--- src/rtl/enc_sys_arbiter.sv ---
// ---------------------------------------------------------------------------
// enc_sys_arbiter
// Shares one encrypt/decrypt system between two byte-stream requesters.
// Whole bursts are granted round-robin. Each burst goes through the states
// IDLE -> (CONFIG) -> STREAM -> DRAIN -> IDLE. The CONFIG state runs only
// when the owning channel changes. It writes that channel's 32-bit config
// word into the system. The system's decrypted bytes are routed back to the
// owner.
//
// Optional feature: define ARB_STATS_EN to enable the per-channel grant
// counters (grant_cnt0/grant_cnt1). When it is undefined, those ports are
// tied to zero and no counter flops are built.
//
// Ports:
//   clk           system clock
//   rst           asynchronous active-low reset
//   req_valid[1:0], req_last[1:0], req_data0/1[7:0]
//                 per-channel byte stream in; req_ready[1:0] accepts
//   cfg_word0/1   per-channel system config words (held stable)
//   rsp_valid[1:0], rsp_data[7:0]
//                 decrypted byte back to the owning channel
//   sys_enable, sys_data, sys_cfg_wen, sys_cfg_data
//                 drive the wrapper's enable/data_in_encrypt/cfg_* inputs
//   sys_valid, sys_rdata
//                 wrapper decrypt_valid_out / decrypted_data
//   err           sticky error (drain timeout or spurious return)
//   grant_cnt0/1  bursts granted per channel (saturating)
// ---------------------------------------------------------------------------
module enc_sys_arbiter #(
   parameter int MAX_BURST       = 16,
   parameter int MAX_OUTSTANDING = 8,
   parameter int DRAIN_TIMEOUT   = 32
) (
   input  logic        clk,
   input  logic        rst,
   input  logic [1:0]  req_valid,
   input  logic [1:0]  req_last,
   input  logic [7:0]  req_data0,
   input  logic [7:0]  req_data1,
   output logic [1:0]  req_ready,
   input  logic [31:0] cfg_word0,
   input  logic [31:0] cfg_word1,
   output logic [1:0]  rsp_valid,
   output logic [7:0]  rsp_data,
   output logic        sys_enable,
   output logic [7:0]  sys_data,
   output logic        sys_cfg_wen,
   output logic [31:0] sys_cfg_data,
   input  logic        sys_valid,
   input  logic [7:0]  sys_rdata,
   output logic        err,
   output logic [15:0] grant_cnt0,
   output logic [15:0] grant_cnt1
);

   localparam int OW = $clog2(MAX_OUTSTANDING + 1);
   localparam int TW = $clog2(DRAIN_TIMEOUT + 1);

   typedef enum logic [1:0] {
      IDLE   = 2'd0,
      CONFIG = 2'd1,
      STREAM = 2'd2,
      DRAIN  = 2'd3
   } state_t;

   state_t          state;
   logic            rr;            // channel that has priority on a tie
   logic            owner;         // channel holding the system
   logic            loaded_valid;  // system currently holds a channel's config
   logic            loaded_ch;
   logic [OW-1:0]   outstanding;
   logic [7:0]      beat;
   logic [TW-1:0]   drain_cnt;

   logic            winner;
   logic            can_issue;
   logic            accept;
   logic [7:0]      sel_data;
   logic            sel_last;
   logic [7:0]      beat_nxt;
   logic            burst_end;
   logic            ret_ok;
   logic            spurious;

   // Arbitration, handshake and return-path decode from the registered state
   always_comb begin
      winner = 1'b0;
      if (req_valid[0] && req_valid[1]) begin
         winner = rr;
      end else if (req_valid[1]) begin
         winner = 1'b1;
      end else begin
         winner = 1'b0;
      end

      can_issue = (state == STREAM) && (outstanding < OW'(MAX_OUTSTANDING));
      sel_data  = owner ? req_data1 : req_data0;
      sel_last  = owner ? req_last[1] : req_last[0];
      accept    = can_issue && (owner ? req_valid[1] : req_valid[0]);
      beat_nxt  = beat + 8'd1;
      burst_end = sel_last || (beat_nxt == 8'(MAX_BURST));

      if (can_issue) begin
         req_ready = owner ? 2'b10 : 2'b01;
      end else begin
         req_ready = 2'b00;
      end

      // A return is only legitimate while something is in flight. The owner
      // is held through DRAIN, so a return always belongs to the owner.
      ret_ok   = sys_valid && (outstanding != {OW{1'b0}});
      spurious = sys_valid && (outstanding == {OW{1'b0}});
      if (ret_ok) begin
         rsp_valid = owner ? 2'b10 : 2'b01;
         rsp_data  = sys_rdata;
      end else begin
         rsp_valid = 2'b00;
         rsp_data  = 8'h00;
      end
   end

   // Burst FSM, in-flight accounting and registered system-side outputs
   always_ff @(posedge clk or negedge rst) begin
      if (!rst) begin
         state        <= IDLE;
         rr           <= 1'b0;
         owner        <= 1'b0;
         loaded_valid <= 1'b0;
         loaded_ch    <= 1'b0;
         outstanding  <= {OW{1'b0}};
         beat         <= 8'd0;
         drain_cnt    <= {TW{1'b0}};
         err          <= 1'b0;
         sys_enable   <= 1'b0;
         sys_data     <= 8'h00;
         sys_cfg_wen  <= 1'b0;
         sys_cfg_data <= 32'h0000_0000;
      end else begin
         sys_cfg_wen <= 1'b0;
         sys_enable  <= accept;
         if (accept) begin
            sys_data <= sel_data;
         end

         // An issue and a return in the same cycle cancel out
         case ({accept, ret_ok})
            2'b10:   outstanding <= outstanding + OW'(1);
            2'b01:   outstanding <= outstanding - OW'(1);
            default: outstanding <= outstanding;
         endcase

         if (spurious) begin
            err <= 1'b1;
         end

         case (state)
            IDLE: begin
               if (|req_valid) begin
                  owner <= winner;
                  if (loaded_valid && (loaded_ch == winner)) begin
                     state <= STREAM;
                  end else begin
                     state        <= CONFIG;
                     sys_cfg_wen  <= 1'b1;
                     sys_cfg_data <= winner ? cfg_word1 : cfg_word0;
                  end
               end
            end
            CONFIG: begin
               loaded_valid <= 1'b1;
               loaded_ch    <= owner;
               state        <= STREAM;
            end
            STREAM: begin
               if (accept) begin
                  if (burst_end) begin
                     beat      <= 8'd0;
                     drain_cnt <= {TW{1'b0}};
                     state     <= DRAIN;
                  end else begin
                     beat <= beat_nxt;
                  end
               end
            end
            DRAIN: begin
               if (outstanding == {OW{1'b0}}) begin
                  rr    <= ~owner;
                  state <= IDLE;
               end else if (drain_cnt == TW'(DRAIN_TIMEOUT - 1)) begin
                  // The system stopped answering; drop the lost bytes and recover
                  err         <= 1'b1;
                  outstanding <= {OW{1'b0}};
                  state       <= IDLE;
               end else begin
                  drain_cnt <= drain_cnt + TW'(1);
               end
            end
            default: begin
               state <= IDLE;
            end
         endcase
      end
   end

`ifdef ARB_STATS_EN
   logic grant_evt;

   // A grant happens on any IDLE cycle that has a requester
   always_comb begin
      grant_evt = (state == IDLE) && (|req_valid);
   end

   // Saturating per-channel grant counters
   always_ff @(posedge clk or negedge rst) begin
      if (!rst) begin
         grant_cnt0 <= 16'h0000;
         grant_cnt1 <= 16'h0000;
      end else begin
         if (grant_evt && !winner && (grant_cnt0 != 16'hFFFF)) begin
            grant_cnt0 <= grant_cnt0 + 16'h0001;
         end
         if (grant_evt && winner && (grant_cnt1 != 16'hFFFF)) begin
            grant_cnt1 <= grant_cnt1 + 16'h0001;
         end
      end
   end
`else
   assign grant_cnt0 = 16'h0000;
   assign grant_cnt1 = 16'h0000;
`endif

endmodule

--- config.mk ---
export PLATFORM = sky130hd
export DESIGN_NAME = enc_sys_arbiter
export DESIGN_NICKNAME = d
export VERILOG_FILES = /design/src/rtl/enc_sys_arbiter.sv
export SDC_FILE = /design/constraint.sdc
export NUM_CORES = 1
export LEC_CHECK = 0
export BUFFER_PORTS_ARGS = -buffer_cell sky130_fd_sc_hd__buf_2
export CORE_ASPECT_RATIO = 0.7
export CORE_MARGIN = 5
export CORE_UTILIZATION = 50
export CTS_BUF_LIST = sky130_fd_sc_hd__clkbuf_8 sky130_fd_sc_hd__clkbuf_16
export DETAILED_ROUTE_END_ITERATION = 8
export GPL_ROUTABILITY_DRIVEN = 1
export PLACE_DENSITY = 0.95
export SLEW_MARGIN = 10
export SYNTH_ARGS = -nofsm -noshare
export SYNTH_HDL_FRONTEND = slang
export SYNTH_SLANG_ARGS = --single-unit
--- constraint.sdc ---
create_clock -name clk -period 7.53 [get_ports clk]
set_input_delay 1.1295 -clock clk [delete_from_list [all_inputs] [get_ports clk]]
set_output_delay 1.1295 -clock clk [all_outputs]
set_load 0.005 [all_outputs]
==> results of run 1 <==
==> placed cells by master (no fill, tap or decap), drive strengths merged, types with 2 or more instances in the layout <==
| cell type | instances |
|---|---|
| buf | 152 |
| dfrtp | 67 |
| nor2 | 48 |
| mux2i | 45 |
| a21oi | 38 |
| conb | 32 |
| o21ai | 29 |
| nand2 | 21 |
| inv | 14 |
| and3 | 12 |
| ha | 11 |
| clkbuf | 9 |
| nor3 | 7 |
| xor2 | 6 |
| nand3 | 5 |
| a22o | 4 |
| nand2b | 3 |
| and2 | 3 |
| a2111oi | 3 |
| a22oi | 3 |
| or2 | 3 |
| mux2 | 3 |
| or3 | 2 |
| or4 | 2 |
| a21o | 2 |
| a31oi | 2 |
| o21a | 2 |
| o31ai | 2 |
| clkinvlp | 2 |
| bufinv | 2 |
| clkinv | 2 |
==> Yosys cell counts (2+ instances only) <==
| cell | instances |
|---|---|
| dfrtp_1 | 67 |
| nor2_1 | 48 |
| mux2i_1 | 45 |
| a21oi_1 | 38 |
| buf_4 | 32 |
| o21ai_0 | 28 |
| nand2_1 | 21 |
| clkbuf_1 | 18 |
| and3_1 | 12 |
| inv_1 | 12 |
| ha_1 | 11 |
| nor3_1 | 7 |
| xor2_1 | 6 |
| a22o_1 | 4 |
| nand3_1 | 4 |
| a2111oi_0 | 3 |
| a22oi_1 | 3 |
| and2_1 | 3 |
| nand2b_1 | 3 |
| or2_2 | 3 |
| a21o_1 | 2 |
| a31oi_1 | 2 |
| mux2_2 | 2 |
| o21a_1 | 2 |
| o31ai_1 | 2 |
| or3_1 | 2 |
| or4_1 | 2 |
==> metal layers <==
layer,track usage (%),up-vias,part of all wire [%]
li1,-,1633,-
met1,25.5,1586,40
met2,34.2,152,49
met3,5.23,18,8.7
met4,7.23,0,1.6
met5,0,-,0
==> metrics by stage <==
step	instances	util (%)	hold WS [ps]	setup slack, ps	power (mW)
after CTS	650	64.5	480	3990	1.72
after detailed placement	634	61.5	460	3720	1.39
after global placement	634	61.5	457	3910	1.33
after floorplan	435	-	463	4200	1.11
final	650	64.5	474	3960	1.70
after global routing	650	64.5	513	3630	1.84
==> critical path: stages, from the launching register on <==
cell	delay, ps
dfrtp_1	400
inv_1	130
ha_1	450
nand2b_1	180
nand2b_1	670
ha_1	570
xor2_1	190
ha_1	190
a21oi_1	170
xor2_1	100
or3_1	310
a21oi_1	140
==> registers in the layout, indices dropped and copies added (netlist names) <==
| register | count |
|---|---|
| loaded_valid | 1 |
| sys_cfg_data | 32 |
| outstanding | 4 |
| sys_data | 8 |
| rr | 1 |
| drain_cnt | 6 |
| beat | 8 |
| owner | 1 |
| sys_cfg_wen | 1 |
| err | 1 |
| state | 2 |
| sys_enable | 1 |
| loaded_ch | 1 |
==> final cells by class <==
class | count | area share, %
multi-input combinational | 304 | 40.5
sequential | 67 | 35.2
timing repair buffer | 152 | 16.1
clock buffer | 9 | 2.60
tap | 98 | 2.58
clock inverter | 7 | 1.94
inverter | 13 | 1.02
==> kinds of logic (layout without fill, tap and decap cells) <==
group / Yosys count / in the layout / synth area share [%]
AO/OA/AOI/OAI: 96 / 96 / 15.4
XOR/XNOR: 7 / 7 / 1.60
adder cells (fa/ha/maj): 11 / 11 / 3.60
buffers and inverters: 64 / 181 / 9.42
flip-flops: 67 / 67 / 43.8
multiplexers: 48 / 48 / 12.7
other: 1 / 32 / 0.0980
AND/OR/NAND/NOR: 110 / 110 / 13.4
==> report_power, final <==
group | leakage (nW) | switching, mW | internal, mW
Combinational | 1.58 | 0.399 | 0.327
Sequential | 0.778 | 0.131 | 0.521
Clock | 0.107 | 0.137 | 0.186
Total | 2.46 | 0.667 | 1.03
==> path summary, 6_finish.rpt <==
kind / slack, ps / end / cells after the start
min: 470 / err / 1
max in group asynchronous: 6010 / sys_cfg_data[1] / 2
min in group asynchronous: 970 / state[0] / 2
max: 3960 / outstanding[2] / 11
max reg2reg: 3960 / outstanding[2] / 11
min reg2reg: 470 / err / 1
==> flow_metrics.tcl, run 1 <==
set metrics [dict create \
    hold_violations 0 \
    place_area_sq_um 4540 \
    postRouteAntennaNets 0 \
    drive_gt1_share_pct 32.1 \
    root_buffer "clkbuf_8" \
    cts_setup_buffers 0 \
    nFillCells 628 \
    startpoint "state[0]" \
    grt_pass1_vias 3292 \
    clk_latency_ps 340 \
    drtIter0Drc 196 \
    num_antenna_cells 0 \
    r2r_start "state[0]" \
    fin_crit_sh_pct 47.4 \
    track_usage_pct 20.5 \
    grt_pass1_wl_um 16000 \
    cts_tree "done" \
    multi_input_area_sq_um 1930 \
    synth_top_cell_area_share_pct 43.8 \
    via_per_inst 5.21 \
    status "completed" \
    ir_worst_vdd_uv 148 \
    ys_types 49 \
    wl_per_cell_um 15.1 \
    synth.area.top_cells "dfrtp_1 (44%), mux2i_1 (12%), buf_4 (6.3%), a21oi_1 (5.0%), nor2_1 (4.7%)" \
    worst_slew_pin_slew_ps 1070 \
    hold_buffers 0 \
    grt_max_degree 68 \
    layout.nets 653 \
    placeableCoreArea_sq_um 7380 \
    dp_hpwl_um 7470 \
    fin_area_sq_um 4760 \
    die_h_um 83.2 \
    fmax_ghz 0.280 \
    clkTransAtPathRegs_ps 80 \
    synth_top_area_cell "dfrtp_1" \
    finalCriticalPeriod_ps 3570 \
    syn_area_per_cell_sq_um 9.47 \
    leakage_nw 2.46 \
    port_buffers 149 \
    rows 26 \
    io-pin-count 182 \
    slew_headroom_pct 28.9 \
    htreeDepth 3 \
    place_congestion 0.852 \
    cp-end-kind "flip-flop" \
    setup_violations 0 \
    rsz0062_at_grt "no" \
    synthFlopType "dfrtp_1" \
    syn_inst 404 \
    ys_seq_area_share_pct 43.8 \
    maxSlewViolCount 0 \
    synth_edf_count 0 \
    wl_um 9830 \
    min_from "err" \
    antenna_found_initial 0 \
    cap_violations 0 \
    cp_data_arrival_time_ps 3840 \
    die_x_um 115 \
    die_area_sq_um 9530 \
    clock_skew_ps 9.02 \
    drt_pass1_iterations 5 \
    numCtsBuffers 9 \
    fin_setup_tns_ps 0 \
    critPathKind "reg -> reg" \
    via_count 3389 \
    synthToLayoutAreaGrowth_pct 24.4 \
    start_kind "flip-flop" \
    cp.required_ps 7810 \
    hold_class "reg -> reg" \
    cts_sinks 67 \
    powerDensity_nw_per_um2 357 \
    synth_area_sq_um 3830 \
    initial_core_util_pct 51.8 \
    async_flop_share_pct 100 \
    grt-ovfl-total 0 \
    clock_path_buffers 2 \
    yosys_warnings 0 \
    ctsResizeCount 0 \
    seq_area_sq_um 1680 \
    yosys_register_bits 67 \
    cp_max_fo 30 \
    drc_errors 0 \
]
Note: power is estimated with default switching activity, not from simulation.
==> run 2: changes to the inputs <==
Settings changed: ABC_AREA set to 1, CORE_UTILIZATION 50 to 42, PLACE_DENSITY 0.95 to 0.88.
Clock period 7.53 ns to 3 ns, I/O delays scaled along.
==> run 2 against run 1 <==
  * First-iteration DRC count grew 7.1%
  * Power grew to 2.6 times the previous value
  * Global-route usage decreased by 4.1 points
  * Sequential power grew 130%
  * Clock skew fell by 5.8 ps
  * Via count is 5.7% higher
  * Sequential share of layout area is 0.94 points lower
  * Die area increased by 16%
  * Final cell count rose by 19%
  * Final area increased by 2.7%
  * Critical endpoint unchanged
  * Hold slack lost 260 ps
  * Synthesized cell count up 23%
==> flow_metrics.tcl, run 2 <==
set metrics [dict create \
    slowest_stage "dfrtp_1" \
    ctsResizeCount 0 \
    placeableCoreArea_sq_um 8960 \
    nFillCells 849 \
    cts_sinks 67 \
    switching_share_pct 36.4 \
    drt_pass1_iterations 4 \
    port_buffers 149 \
    path_buf_inv 2 \
    via_count 3583 \
    hold_buffers 0 \
    setup_violations 0 \
    cp_max_fo 7 \
    synth.area.top_cells "dfrtp_1 (44%), nand2_1 (14%), nor2_1 (7.3%), a31oi_1 (6.7%), buf_4 (6.5%)" \
    grt_pass1_wl_um 14600 \
    initial_core_util_pct 42.4 \
    grt_max_degree 66 \
    multi_input_area_sq_um 1750 \
    cts_setup_buffers 0 \
    postRouteAntennaNets 0 \
    synth_area_sq_um 3800 \
    cpMostUsedCell "ha_1" \
    finalCriticalPeriod_ps 2500 \
    die_x_um 124 \
    fin_crit_sh_pct 83.4 \
    cts_tree "done" \
    final_common_cell "buf_2" \
    synth_most_common_cell "nand2_1" \
    antenna_found_initial 0 \
    hold_class "in -> async" \
    dp.cells 757 \
    syn_area_per_cell_sq_um 7.64 \
    status "completed" \
    cp_top_family "adder cells" \
    maxSlewViolCount 0 \
    path_depth 13 \
    async_flop_share_pct 100 \
    yosys_warnings 0 \
    htreeDepth 3 \
    cp-end-kind "flip-flop" \
    busiest_layer "met2" \
    num_antenna_cells 0 \
    grt_pass1_vias 3249 \
    finalNonFillerCells 773 \
    critPathKind "reg -> reg" \
    critPathMaxStageDelay_ps 410 \
    power_frac_comb_pct 38.1 \
    wl_um 9490 \
    synth_common_cells "nand2_1 (140), nor2_1 (74), dfrtp_1 (67), a31oi_1 (41), buf_4 (33)" \
    seq_area_sq_um 1680 \
    cp_data_arrival_time_ps 2760 \
    die_h_um 89.6 \
    clk_latency_ps 320 \
    drive_gt1_share_pct 28.8 \
    track_usage_pct 16.3 \
    rsz0062_at_grt "no" \
    regMostFlops "sys_cfg_data" \
    io-pin-count 182 \
    fin_setup_tns_ps 0 \
    via_per_inst 4.64 \
    synthFlopType "dfrtp_1" \
    ir_worst_vdd_uv 297 \
    synthToLayoutAreaGrowth_pct 28.6 \
    die_area_sq_um 11100 \
    hold_violations 0 \
    final_cell_mix "buf_2 (149), nand2_1 (140), nor2_1 (74), dfrtp_1 (67), a31oi_1 (41)" \
    clock_skew_ps 3.27 \
    clkTransAtPathRegs_ps 60 \
    met3_usage_pct 5.13 \
    cp.required_ps 3250 \
    intPower_mw 2.82 \
    final_util_pct 54.6 \
    drc_errors 0 \
    syn_inst 498 \
    grt_use_met1_pct 20.8 \
    fmax_ghz 0.400 \
    largest_reg_flops 32 \
    ys_seq_area_share_pct 44.1 \
    synth_top_cell_area_share_pct 44.1 \
    numCtsBuffers 9 \
    slew_headroom_pct 46.3 \
    start_kind "flip-flop" \
    worst_slew_pin_slew_ps 805 \
    switchingPower_mw 1.62 \
    rows 29 \
    crit_chain "inv_1 > ha_1 > inv_2 > nor2_1 > nand2_1 > ha_1 > xor2_1 > ha_1 > a21oi_1 > a21oi_1 > o21ai_0 > o21ai_0 > nor2_1" \
    powerDensity_nw_per_um2 907 \
    grt_util_met2_pct 27.1 \
    yosys_register_bits 67 \
    reg2regPathDepth 13 \
    clkPwrFrac_pct 27.4 \
    synth_top_area_cell "dfrtp_1" \
    synth_edf_count 0 \
    reg.largest.list "sys_cfg_data x32, beat x8, sys_data x8" \
    grt-ovfl-total 0 \
    cap_violations 0 \
    wl_per_cell_um 12.3 \
    root_buffer "clkbuf_16" \
    drtIter0Drc 210 \
    leakage_nw 2.56 \
    layout.nets 750 \
    power_frac_seq_pct 34.5 \
    place_congestion 0.839 \
    dp_hpwl_um 7200 \
    clock_path_buffers 2 \
    ys_types 32 \
]
run 2: cell count changes in the layout (fill, tap and decap cells not counted), sizes merged, moves of 4 or more:
cell   before  now
nand2      21  142
mux2i      45    0
a31oi       2   41
a21oi      38    3
nor2       48   76
inv        14   41
nand3       5   18
and3       12    0
nand4       1   12
o21ai      29   21
nor3        7    2
a22o        4    0
run 2: cells by family (layout without fill, tap and decap cells):
family,after synthesis,after routing,share of synthesized area [%]
and+or+nand+nor,254,254,27.7
buffers and inverters,93,213,13.1
AOI/OAI and AO/OA,68,68,10.6
DFF,67,67,44.1
adders and majority gates,11,11,3.62
xor gates and xnor gates,4,4,0.921
other,1,32,0.0986
run 2: worst paths after layout:
kind	slack (ps)	from	end
worst max-delay path	500	state[0]	outstanding[2]
worst min-delay path	220	rst	outstanding[2]
worst max register to register	500	state[0]	outstanding[2]
worst min register to register	480	err	err
max in group asynchronous	2140	rst	sys_cfg_data[21]
min in group clk	380	cfg_word0[3]	sys_cfg_data[3]
run 2: area by class of cell:
cell class	count	share of cell area, %
Clock buffer	10	4.89
Timing Repair Buffer	154	16.3
Sequential cell	67	34.3
Multi-Input combinational cell	369	35.8
Tap cell	124	3.17
Clock inverter	6	2.28
Inverter	43	3.30
run 2: metrics by stage:
| step | total power [mW] | hold slack [ps] | cell area [sq um] | setup WS [ps] |
|---|---|---|---|---|
| 5_1_grt | 4.82 | 278 | 4890 | 291 |
| 3_5_place_dp | 3.25 | 467 | 4540 | 532 |
| 2_1_floorplan | 2.64 | 154 | 3920 | 829 |
| 4_1_cts | 4.49 | 243 | 4890 | 519 |
| 3_3_place_gp | 3.19 | 462 | 4540 | 696 |
| 6_report | 4.44 | 216 | 4890 | 498 |
run 2: metal layers:
metal  part of all wire [%]  routed length (um)  vias up
met5                      0                   0        -
met3                    7.7                 733        8
met1                     44                4220     1625
met2                     47                4460      111
li1                       -                   -     1839
met4                   0.77                  73        0
run 2: power groups by stage:
stage | registers, mW | logic (mW) | clock network (mW)
4_1_cts | 1.53 | 1.71 | 1.25
3_3_place_gp | 1.53 | 1.65 | 0
6_report | 1.53 | 1.69 | 1.22
2_1_floorplan | 1.54 | 1.10 | 0
5_1_grt | 1.59 | 1.93 | 1.31
3_5_place_dp | 1.54 | 1.70 | 0
run 2: worst reg2reg max path, cell delays in order, from the launching register on:
cell and delay (ps):
dfrtp_1 410, inv_1 120, ha_1 280, inv_2 60
nor2_1 120, nand2_1 220, ha_1 350, xor2_1 200
ha_1 190, a21oi_1 150, a21oi_1 80, o21ai_0 70
o21ai_0 100, nor2_1 90
